`config.mk`:
```
export PLATFORM = sky130hd
export DESIGN_NAME = pc_unit
export DESIGN_NICKNAME = d
export VERILOG_FILES = /design/src/rtl/pc_unit.sv
export SDC_FILE = /design/constraint.sdc
export NUM_CORES = 1
export LEC_CHECK = 0
export ABC_CLOCK_PERIOD_IN_PS = 4050
export CAP_MARGIN = 20
export CORE_MARGIN = 4
export CORE_UTILIZATION = 59
export DETAILED_ROUTE_END_ITERATION = 6
export GPL_ROUTABILITY_DRIVEN = 0
export PLACE_DENSITY = 0.85
export SLEW_MARGIN = 20
export SYNTH_ARGS = -nofsm -noshare
export SYNTH_HDL_FRONTEND = slang
export SYNTH_SLANG_ARGS = --single-unit
```
`constraint.sdc`:
```
create_clock -name clk -period 4.05 [get_ports clk]
set_input_delay 1.0125 -clock clk [delete_from_list [all_inputs] [get_ports clk]]
set_output_delay 1.0125 -clock clk [all_outputs]
set_load 0.01 [all_outputs]
```
`src/rtl/pc_unit.sv`:
```
// Program-counter unit: sequential advance, stall, jump/branch load and a circular return-address stack.
// Define PC_UNIT_ALIGN_CHECK_EN to reject loads whose target is not a multiple of STEP (adds misalign output).
module pc_unit #(
  parameter int unsigned       WIDTH     = 32,
  parameter int unsigned       STEP      = 4,
  parameter logic [WIDTH-1:0]  RESET_VEC = '0,
  parameter int unsigned       RAS_DEPTH = 4
) (
  input  logic             clk,
  input  logic             rst,
  input  logic             en,
  input  logic             stall,
  input  logic             load,
  input  logic [WIDTH-1:0] load_addr,
  input  logic             call,
  input  logic             ret,
  output logic [WIDTH-1:0] pc_out,
  output logic [WIDTH-1:0] pc_seq,
  output logic             ras_empty,
  output logic             ras_full,
  output logic             ras_ovf,
  output logic             ras_unf
`ifdef PC_UNIT_ALIGN_CHECK_EN
  ,
  output logic             misalign
`endif
);

  localparam int unsigned      PW      = $clog2(RAS_DEPTH);
  localparam int unsigned      CW      = $clog2(RAS_DEPTH + 1);
  localparam logic [WIDTH-1:0] STEP_W  = WIDTH'(STEP);
  localparam logic [CW-1:0]    DEPTH_C = CW'(RAS_DEPTH);

  logic [WIDTH-1:0] pc_q, pc_d;
  logic [PW-1:0]    ptr_q, ptr_d;
  logic [CW-1:0]    cnt_q, cnt_d;
  logic             ovf_q, ovf_d;
  logic             unf_q, unf_d;
  logic [WIDTH-1:0] ras_q [RAS_DEPTH];
  logic [PW-1:0]    top_idx;
  logic             push;
  logic             load_ok;
  logic             full;

`ifdef PC_UNIT_ALIGN_CHECK_EN
  localparam logic [WIDTH-1:0] ALIGN_MASK = WIDTH'(STEP - 1);
  logic mis_q, mis_d;
  assign load_ok  = (load_addr & ALIGN_MASK) == '0;
  assign misalign = mis_q;
`else
  assign load_ok = 1'b1;
`endif

  assign pc_seq    = pc_q + STEP_W;
  assign top_idx   = ptr_q - PW'(1);
  assign full      = (cnt_q == DEPTH_C);
  assign pc_out    = pc_q;
  assign ras_empty = (cnt_q == '0);
  assign ras_full  = full;
  assign ras_ovf   = ovf_q;
  assign ras_unf   = unf_q;

  always_comb begin
    pc_d  = pc_q;
    ptr_d = ptr_q;
    cnt_d = cnt_q;
    ovf_d = ovf_q;
    unf_d = unf_q;
    push  = 1'b0;
`ifdef PC_UNIT_ALIGN_CHECK_EN
    mis_d = mis_q;
`endif
    if (!stall) begin
      if (ret) begin
        if (cnt_q != '0) begin
          pc_d  = ras_q[top_idx];
          ptr_d = top_idx;
          cnt_d = cnt_q - CW'(1);
        end else begin
          pc_d  = pc_seq;
          unf_d = 1'b1;
        end
      end else if (load) begin
        if (load_ok) begin
          pc_d = load_addr;
          if (call) begin
            // Push on full overwrites the oldest slot; pointer is circular.
            push  = 1'b1;
            ptr_d = ptr_q + PW'(1);
            if (full) ovf_d = 1'b1;
            else      cnt_d = cnt_q + CW'(1);
          end
        end else begin
`ifdef PC_UNIT_ALIGN_CHECK_EN
          mis_d = 1'b1;
`endif
        end
      end else if (en) begin
        pc_d = pc_seq;
      end
    end
  end

  always_ff @(posedge clk or negedge rst) begin
    if (!rst) begin
      pc_q  <= RESET_VEC;
      ptr_q <= '0;
      cnt_q <= '0;
      ovf_q <= 1'b0;
      unf_q <= 1'b0;
`ifdef PC_UNIT_ALIGN_CHECK_EN
      mis_q <= 1'b0;
`endif
    end else begin
      pc_q  <= pc_d;
      ptr_q <= ptr_d;
      cnt_q <= cnt_d;
      ovf_q <= ovf_d;
      unf_q <= unf_d;
`ifdef PC_UNIT_ALIGN_CHECK_EN
      mis_q <= mis_d;
`endif
    end
  end

  // Entry storage needs no reset: the count decides what is valid.
  always_ff @(posedge clk) begin
    if (push) ras_q[ptr_q] <= pc_seq;
  end

endmodule
```
==> results of run 1 <==
-- where the power goes --
| part | leakage (nW) | total [mW] | internal [mW] | switching (mW) |
|---|---|---|---|---|
| Combinational | 1.54 | 2.81 | 1.39 | 1.42 |
| Clock | 0.301 | 1.64 | 1.01 | 0.633 |
| Sequential | 1.60 | 2.66 | 2.27 | 0.390 |
| Total | 3.45 | 7.11 | 4.66 | 2.45 |
-- cell usage in the layout (no fill, tap or decap), types with 11 or more instances in the layout --
cell type        count
a22oi_1             11
a21oi_1             25
dfrtp_1             35
buf_4               19
nor2_1              15
mux4_2              32
clkbuf_16           17
clkdlybuf4s50_1    105
xor2_1              11
edfxtp_1           128
nand2_1             25
inv_1               15
o21ai_0             20
-- critical path, cell delays in order (launching register included) --
cell,delay [ps]
dfrtp_1,440
ha_1,230
nand3_2,220
nor4_4,430
nor2b_2,300
xnor2_1,260
clkdlybuf4s50_1,630
-- metrics by stage --
stage	power [mW]	setup slack, ps
CTS	7.04	-31.1
global route	7.40	-18.6
finish	7.11	95.7
floorplan	4.17	1110
detailed placement	5.36	334
global placement	5.23	476
-- path summary, 6_finish.rpt --
path | start | end | slack, ps | cells past startpoint
max | pc_out[2] | pc_seq[18] | 100 | 6
min | ras_ovf | ras_ovf | 460 | 1
max reg2reg | ptr_q[1] | pc_out[30] | 1360 | 7
min reg2reg | ras_ovf | ras_ovf | 460 | 1
max in group asynchronous | rst | pc_out[16] | 2670 | 1
min in group asynchronous | rst | ras_unf | 720 | 1
-- routing by layer --
layer / part of all wire (%) / vias to the layer above / track usage (%)
li1: - / 2264 / -
met1: 38 / 2735 / 38.2
met2: 50 / 344 / 46.4
met3: 9.6 / 51 / 6.78
met4: 2.6 / 0 / 10.4
met5: 0 / - / 0
-- cells by family (layout without fill, tap and decap cells) --
group                    count (synthesis)  after routing  synth area share (%)
AND/OR/NAND/NOR                        100            100                  7.74
flip-flops                             167            167                  63.0
AO/OA/AOI/OAI                          132            132                  12.2
multiplexers                            34             34                  9.69
XOR/XNOR                                30             30                  3.44
buffers and inverters                   47            175                  2.86
adder cells (fa/ha/maj)                  6              6                  1.08
-- registers in the layout, indices dropped and copies added (netlist names) --
| name | flops |
|---|---|
| ras_q | 128 |
| pc_out | 32 |
| cnt_q | 3 |
| ptr_q | 2 |
| ras_ovf | 1 |
| ras_unf | 1 |
-- repair_timing --
| item | 4_1_cts | 5_1_grt |
|---|---|---|
| gates cloned | 0 | 0 |
| gates resized for setup | 4 | 17 |
| setup endpoints to repair | 10 | 16 |
| setup buffers | 0 | 2 |
| pin swaps | 1 | 2 |
-- layout make-up --
cell class              count  area (sq um)
flip-flops and latches    167          4820
fillers                   746          3010
multi-input cells         302          2730
repair buffers            127          1240
clock buffers              21           470
well taps                 172           215
clock inverters            11           128
inverters                  16          60.1
==> impl_metrics.env, run 1 <==
export IMPL_status="finished clean"
export IMPL_synthesis_nets=561
export IMPL_slew_headroom_pct=37.1
export IMPL_ys_top_cells_by_area="edfxtp_1 50%, dfrtp_1 13%, mux4_2 9.4%"
export IMPL_final_cells=816
export IMPL_io_buffers=106
export IMPL_path_max_fanout=6
export IMPL_fin_crit_sh_pct=97.6
export IMPL_fin_crit_ps=3950
export IMPL_cts_buffers=17
export IMPL_synth_distinct_cells=61
export IMPL_ys_ff_latch=167
export IMPL_antenna_found_initial=0
export IMPL_start_util_pct=60.3
export IMPL_grt_pass1_vias=5563
export IMPL_grt_pass1_wl_um=31600
export IMPL_end_kind="output port"
export IMPL_utilization_pct=76.3
export IMPL_rows=41
export IMPL_yosysTopAreaCell="edfxtp_1"
export IMPL_grt_overflow=0
export IMPL_pwr_density_cell_nw_per_um2=736
export IMPL_detail_route_wl_per_cell_um=24.9
export IMPL_timing_max_cap_violations=0
export IMPL_crit_arrival_ps=2940
export IMPL_htree_levels=4
export IMPL_cts_tree="yes"
export IMPL_grt_usage_pct=28.6
export IMPL_grt_start_max_net_pins=40
export IMPL_asyncSetResetFlopFracSynth_pct=23.4
export IMPL_cts_sinks=167
export IMPL_postSynthAreaPerCell_sq_um=14.8
export IMPL_crit_required_ps=3040
export IMPL_fmax_mhz=253
export IMPL_vias=5394
export IMPL_final_nets=676
export IMPL_timing_hold_ws_ps=455
export IMPL_post_route_cells_drive_above_1_share_pct=17.9
export IMPL_vdd_drop_max_mv=0.379
export IMPL_hold_buffers=0
export IMPL_fin_skew_ps=7.42
export IMPL_setup_viol=0
export IMPL_wl_um=20300
export IMPL_diodes=0
export IMPL_die_h_um=122
export IMPL_yosysSeqAreaShare_pct=63.0
export IMPL_routed_via_density=6.61
export IMPL_tightest_slew_ps=943
export IMPL_yosysTopAreaCellShare_pct=50.3
export IMPL_fin_tns_setup_ps=0
export IMPL_area_growth_pct=26.4
export IMPL_ctsLongestPathBuffers=2
export IMPL_syn_cell_area_sq_um=7650
export IMPL_yosys_warnings=0
export IMPL_die_x_um=122
export IMPL_core_area_sq_um=12700
export IMPL_place_hpwl_um=13000
export IMPL_path_class="flop to output port"
export IMPL_clk_latency_ps=430
export IMPL_final_max_slew_violation_count=0
export IMPL_clkTransAtPathRegs_ps=60
export IMPL_synth_edf_count=128
export IMPL_start_kind="flop"
export IMPL_placed_cell_area_sq_um=8930
export IMPL_fin_area_sq_um=9660
export IMPL_drc_errors=0
export IMPL_placedCellCount=782
export IMPL_p_leak_nw=3.45
export IMPL_cts_root_buf="clkbuf_16"
export IMPL_timing_hold_violations_final=0
export IMPL_die_area_sq_um=14800
export IMPL_hold_class="flop to flop"
export IMPL_yosysMostFrequentCell="edfxtp_1"
export IMPL_ant_nets=0
export IMPL_synthFlopType="edfxtp_1"
export IMPL_first_iter_violations=587
export IMPL_synthCells=516
export IMPL_synth_common_cells="128 x edfxtp_1, 39 x dfrtp_1, 32 x mux4_2"
export IMPL_ios=107
export IMPL_drt_pass1_iter_count=6
Power figures use the tool's default switching activity.
==> run 2: changes to the inputs <==
Settings changed: ABC_AREA set to 0, GPL_ROUTABILITY_DRIVEN 0 to 1.
==> results of run 2 <==
The final DEF is identical to that of run 1; final timing and power are the same.
==> run 3: changes to the inputs <==
Settings changed: ABC_CLOCK_PERIOD_IN_PS 4050 to not set.
==> results of run 3 <==
The final DEF is identical to that of run 1; final timing and power are the same.
